$ cat src/rtl/uart_defs_pkg.sv
// Shared UART definitions: frame geometry, receive-sampler state encoding and status flags.
package uart_defs;

  localparam int UART_OVERSAMPLE = 16;
  localparam int UART_FRAME_BITS = 11;

  typedef enum logic [1:0] {
    IDLE,
    START,
    DATA,
    STOP
  } RxSampState_t;

  typedef struct packed {
    logic glitch;
    logic frame_err;
  } RxSampStatus_t;

endpackage

$ cat src/rtl/uart_baud_gen.sv
// Oversample tick generator: one os_tick every (div_q + 1) clocks while enabled.
module uart_baud_gen #(
  parameter int DIV_WIDTH = 16
) (
  input  logic                 clk,
  input  logic                 rst_n,
  input  logic                 enable,
  input  logic                 load,
  input  logic [DIV_WIDTH-1:0] baud_div,
  output logic                 os_tick
);

  logic [DIV_WIDTH-1:0] div_q;
  logic [DIV_WIDTH-1:0] div_cnt;

  // >= rather than == so a divisor shrinking under a running count wraps at once.
  assign os_tick = enable && (div_cnt >= div_q);

  always_ff @(posedge clk or negedge rst_n) begin
    if (!rst_n) begin
      div_q   <= '0;
      div_cnt <= '0;
    end else begin
      if (load) begin
        div_q <= baud_div;
      end
      if (!enable || os_tick) begin
        div_cnt <= '0;
      end else begin
        div_cnt <= div_cnt + 1'b1;
      end
    end
  end

endmodule

$ cat src/rtl/uart_rx_sampler.sv
// UART receive front end: synchronise, oversample, qualify the start bit and
// majority-vote each bit centre, presenting rx/tck to the deframer.
module uart_rx_sampler
  import uart_defs::*;
#(
  parameter int DIV_WIDTH   = 16,
  parameter int OVERSAMPLE  = UART_OVERSAMPLE,
  parameter int SYNC_STAGES = 2
) (
  input  logic                 clk,
  input  logic                 rst_n,
  input  logic                 rx_pin,
  input  logic                 enable,
  input  logic [DIV_WIDTH-1:0] baud_div,
  output logic                 rx,
  output logic                 tck,
  output logic                 busy,
  output logic                 glitch,
  output logic                 frame_err
);

  localparam int OS_W = $clog2(OVERSAMPLE);
  localparam logic [OS_W-1:0] SMP_LO  = OS_W'(OVERSAMPLE / 2 - 1);
  localparam logic [OS_W-1:0] SMP_MID = OS_W'(OVERSAMPLE / 2);
  localparam logic [OS_W-1:0] SMP_HI  = OS_W'(OVERSAMPLE / 2 + 1);
  localparam logic [3:0]      LAST_DATA = 4'(UART_FRAME_BITS - 3);

  function automatic logic maj3(input logic a, input logic b, input logic c);
    return (a & b) | (a & c) | (b & c);
  endfunction

  RxSampState_t           state_q, state_d;
  RxSampStatus_t          status;
  logic [SYNC_STAGES-1:0] sync_p;
  logic [OS_W-1:0]        os_cnt;
  logic [3:0]             bit_cnt;
  logic                   rxs, os_tick, smp_lo, smp_mid, vote, centre;
  logic                   present, start_det, reject, last;
  logic                   vld_p1, ferr_p1, ret_p1, ret_p2, ret_p3;

  assign rxs       = sync_p[SYNC_STAGES-1];
  assign vote      = maj3(smp_lo, smp_mid, rxs);
  assign centre    = os_tick && (os_cnt == SMP_HI);
  assign busy      = (state_q != IDLE);
  assign glitch    = status.glitch;
  assign frame_err = status.frame_err;

  uart_baud_gen #(.DIV_WIDTH(DIV_WIDTH)) u_baud_gen (
    .clk      (clk),
    .rst_n    (rst_n),
    .enable   (enable),
    .load     (state_q == IDLE),
    .baud_div (baud_div),
    .os_tick  (os_tick)
  );

  always_ff @(posedge clk or negedge rst_n) begin
    if (!rst_n) state_q <= IDLE;
    else        state_q <= state_d;
  end

  always_comb begin
    state_d   = state_q;
    present   = 1'b0;
    start_det = 1'b0;
    reject    = 1'b0;
    last      = 1'b0;
    if (!enable) begin
      state_d = IDLE;
    end else begin
      case (state_q)
        IDLE: if (os_tick && !rxs) begin
          start_det = 1'b1;
          state_d   = START;
        end
        START: if (centre) begin
          if (!vote) begin
            present = 1'b1;
            state_d = DATA;
          end else begin
            reject  = 1'b1;
            state_d = IDLE;
          end
        end
        DATA: if (centre) begin
          present = 1'b1;
          if (bit_cnt == LAST_DATA) state_d = STOP;
        end
        STOP: if (centre) begin
          // Leave at the stop-bit centre so the next start edge can resync half a bit early.
          present = 1'b1;
          last    = 1'b1;
          state_d = IDLE;
        end
        default: state_d = IDLE;
      endcase
    end
  end

  always_ff @(posedge clk) begin
    if (os_tick && os_cnt == SMP_LO)  smp_lo  <= rxs;
    if (os_tick && os_cnt == SMP_MID) smp_mid <= rxs;
  end

  always_ff @(posedge clk or negedge rst_n) begin
    if (!rst_n) begin
      sync_p  <= '1;
      os_cnt  <= '0;
      bit_cnt <= '0;
      rx      <= 1'b1;
      tck     <= 1'b0;
      vld_p1  <= 1'b0;
      ferr_p1 <= 1'b0;
      ret_p1  <= 1'b0;
      ret_p2  <= 1'b0;
      ret_p3  <= 1'b0;
      status  <= '0;
    end else begin
      sync_p <= (sync_p << 1) | SYNC_STAGES'(rx_pin);
      if (!enable) begin
        os_cnt  <= '0;
        bit_cnt <= '0;
        rx      <= 1'b1;
        tck     <= 1'b0;
        vld_p1  <= 1'b0;
        ferr_p1 <= 1'b0;
        ret_p1  <= 1'b0;
        ret_p2  <= 1'b0;
        ret_p3  <= 1'b0;
        status  <= '0;
      end else begin
        // the detecting sample is sample 0 of the start bit
        if (start_det)                       os_cnt <= OS_W'(1);
        else if (os_tick && state_q != IDLE) os_cnt <= os_cnt + 1'b1;
        // stage p0: rx set up one cycle ahead of the strobe
        if (present) begin
          rx      <= vote;
          bit_cnt <= (state_q == START) ? 4'd0 : bit_cnt + 4'd1;
        end else if (ret_p3) begin
          rx <= 1'b1;
        end
        vld_p1  <= present;
        ferr_p1 <= last && !vote;
        ret_p1  <= last;
        // stage p1: strobe and status pulses
        tck              <= vld_p1;
        status.frame_err <= ferr_p1;
        status.glitch    <= reject;
        ret_p2           <= ret_p1;
        // stage p2: rx returns to idle the cycle after tck falls
        ret_p3 <= ret_p2;
      end
    end
  end

endmodule

$ cat config.mk
export PLATFORM = sky130hd
export DESIGN_NAME = uart_rx_sampler
export DESIGN_NICKNAME = d
export VERILOG_FILES = /design/src/rtl/uart_defs_pkg.sv /design/src/rtl/uart_baud_gen.sv /design/src/rtl/uart_rx_sampler.sv
export SDC_FILE = /design/constraint.sdc
export NUM_CORES = 1
export LEC_CHECK = 0
export CORE_MARGIN = 5
export CORE_UTILIZATION = 60
export CTS_BUF_LIST = sky130_fd_sc_hd__clkbuf_8
export DETAILED_ROUTE_END_ITERATION = 10
export PLACE_DENSITY = 0.85
export SLEW_MARGIN = 20
export SYNTH_ARGS = -nofsm -noshare
export SYNTH_HDL_FRONTEND = slang
export SYNTH_SLANG_ARGS = --single-unit
$ cat constraint.sdc
create_clock -name clk -period 3.6 [get_ports clk]
set_clock_uncertainty 0.2 [all_clocks]
set_input_delay 1.08 -clock clk [delete_from_list [all_inputs] [get_ports clk]]
set_output_delay 1.08 -clock clk [all_outputs]
set_load 0.01 [all_outputs]
==> impl_results.md <==
* Slew @ Worst Pin at 0.665 ns
* Sw Ratio at 23.6%
* Die height at 79.5 µm
* First-pass DRT Iterations at 4
* Post-synth EDFFs at 2
* Syn Inst Count at 289
* Peak VDD IR at 0.253 mV
* Clock power share at 31.2%
* Crit-path max cell delay at 0.57 ns
* Gpl congestion at 0.847
* Antenna violations before repair at 0
* Layout Nets at 355
* Hold WS at 0.161 ns
* Post-DR vias/cell at 5.86
* Worst-Skew Late Latency at 0.31 ns
* Syn Std Cell Area at 2900 µm²
* Post-CTS sizing at 0
* Commonest cells after routing, fill and taps aside: dfrtp_1, nand2_1, inv_1, nor2_1, clkdlybuf4s50_1
* Yosys cell types at 56
* Die area at 6320 µm²
* Clock-pin slew on the worst setup and hold paths at 0.09 ns
* Initial DRC Count at 117
* # DRC at 0
* Min Tclk post-route at 3.02 ns
* DPL Wire Length at 4010 µm
* Largest net degree at the start of global routing at 35
* Post-synthesis async set-or-reset flop share at 96.4%
* CTS tree: done
* FF+latch count, synth at 55
* Layout area overhead at 12.1%
* Highest routed layer: met4
* Slew Limit Fails at 0
* WL met2 at 2680 µm
* First-pass GRT wire length at 9600 µm
* Pwr dens at 325 nW/µm²
* Antenna Nets Post-Route at 0
* Ant. Diodes at 0
* Setup crit end kind: output port
* Final setup vio count at 0
* Critical path arrival at 1.74 ns
* Drt total wl at 5570 µm
* Crit path kind: flip-flop to output port
* Share of power burned in registers at 60.9%
* CTS Root Cell: clkbuf_8
* CP Cell Sequence: nor2_2 > clkinv_1 > clkdlybuf4s50_1
* Fmax at 331 MHz
* Yosys warnings at 0
* RSZ-0062 raised after global routing: no
* Total global routing overflow at 0
* Sequential fraction of the synthesis area at 48.0%
* Ys flop type: dfrtp_1
* Vias in the first global route at 2,120
* IO Pins at 25
* Met3 Routed Length at 179 µm
* Port Buffers at 24
* M1 wire length at 2680 µm
* Core Rows at 25
* Outcome: complete, no violations
* P_leak at 1.48 nW
* Num CTS Buffers at 5
* CTS sink count at 55
* Max Root-Sink Buffers at 2
* Worst-path fanout max at 8
* Pint at 807 µW
* GRT Overall Usage at 19.3%
* Sw power at 249 µW
* Worst EP required at 2.32 ns
* Final core occ at 69.2%
* Starting density of the core at 61.7%
* Hold Buf Count CTS at 0
* Post-CTS setup buffer count at 0
* Htree depth at 2
* Slowest cell on crit path: clkdlybuf4s50_1
* Syn_area_per_cell at 10.0 µm²
* Commonest non-fill, non-tap cell in the layout: dfrtp_1
* Combinational fraction of design power at 7.8%
* Final critical-path share of the clock period at 83.8%
* CP startpoint kind: flip-flop
* Final Hold Violating Endpoints at 0
* Routed len/inst at 15.1 µm
* Die X at 79.5 µm
* Core area at 4690 µm²
* Layout cells sized above 1 at 9.55%
* Max_cap viols at 0
* Setup TNS Final at 0 ns
* Tightest Hold Check Type: flip-flop to flip-flop
* Relative slew slack at 55.6%
* Syn nets at 331
* DR vias at 2,158
critical path: cells and delay by family (launching register included):
family | cells | cell delay, ns
buffers and inverters | 2 | 0.82
flip-flops | 1 | 0.48
AND/OR/NAND/NOR | 1 | 0.14
cell usage after synthesis (all sizes together), types with 2 or more instances:
cell	number	area (µm²)
and2	6	40.0
dfstp	3	78.8
or4	3	23.8
clkbuf	7	26.3
nor2	24	90.1
buf	4	42.5
nand4b	5	43.8
xor2	8	70.1
nand2	37	139
o221a	2	22.5
inv	22	82.6
nand4	8	50.1
a211oi	5	42.5
and3	6	40.0
dfrtp	50	1250
nor3	4	20.0
nand3	8	40.0
a21oi	6	30.0
o21ai	19	95.1
o221ai	4	35.0
and4	2	18.8
nor4	4	52.6
edfxtp	2	60.1
ha	22	275
xnor2	6	52.6
worst paths after layout:
kind                                                  start                         endpoint  slack [ns]  cells after the start
max                                  state_q[1]$_DFFE_PN0P_                             busy        0.58                      3
min                                     sync_p[0]$_DFF_PN1_              sync_p[1]$_DFF_PN1_        0.16                      0
max reg2reg                u_baud_gen.div_cnt[13]$_DFF_PN0_                 smp_lo$_DFFE_PP_        0.64                      6
min reg2reg                             sync_p[0]$_DFF_PN1_              sync_p[1]$_DFF_PN1_        0.16                      0
max in group asynchronous                             rst_n                   rx$_DFFE_PN1P_        1.94                      2
min in group asynchronous                             rst_n  u_baud_gen.div_q[8]$_DFFE_PN0P_        0.57                      1
stage by stage:
stage / instance area (µm²) / setup WS, ns / power [mW] / cells
6_report: 3250 / 0.583 / 1.06 / 368
5_1_grt: 3250 / 0.397 / 1.10 / 368
4_1_cts: 3250 / 0.577 / 1.07 / 368
3_5_place_dp: 3160 / 0.640 / 0.739 / 360
3_3_place_gp: 3160 / 0.683 / 0.736 / 360
2_1_floorplan: 2900 / 0.793 / 0.693 / 289
routing by layer:
layer / GRT usage [%] / vias to the layer above
li1: - / 1059
met1: 26.3 / 1064
met2: 31.4 / 33
met3: 3.50 / 2
met4: 5.67 / 0
met5: 0 / -
final cells by class:
cell class | count | area [µm²]
well taps | 54 | 67.6
flip-flops and latches | 55 | 1390
clock buffers | 5 | 68.8
repair buffers | 28 | 265
inverters | 23 | 86.3
fillers | 360 | 1440
multi-input cells | 200 | 1350
clock inverters | 3 | 16.3
flip-flops by register name (all words and copies together), names as in the netlist, 2 cells and up:
signal              count
u_baud_gen.div_cnt     16
u_baud_gen.div_q       16
bit_cnt                 4
os_cnt                  4
state_q                 2
sync_p                  2
power groups by stage:
stage	Combinational (mW)	Clock (mW)	Sequential [mW]
2_1_floorplan	0.0386	0	0.654
3_3_place_gp	0.0803	0	0.656
3_5_place_dp	0.0834	0	0.656
4_1_cts	0.0843	0.342	0.644
5_1_grt	0.0952	0.361	0.645
6_report	0.0826	0.330	0.644
logic make-up (layout without fill, tap and decap cells):
logic type      after synthesis  count (layout)  share of synthesized area [%]
mux                           1               1                          0.346
fa+ha+maj                    23              23                           9.85
xor+xnor                     14              14                           4.23
buf+inv                      34              59                           5.36
compound gates               47              47                           10.8
simple gates                115             115                           21.4
flops                        55              55                           48.0
No activity file was read; power rests on OpenSTA's default activity.
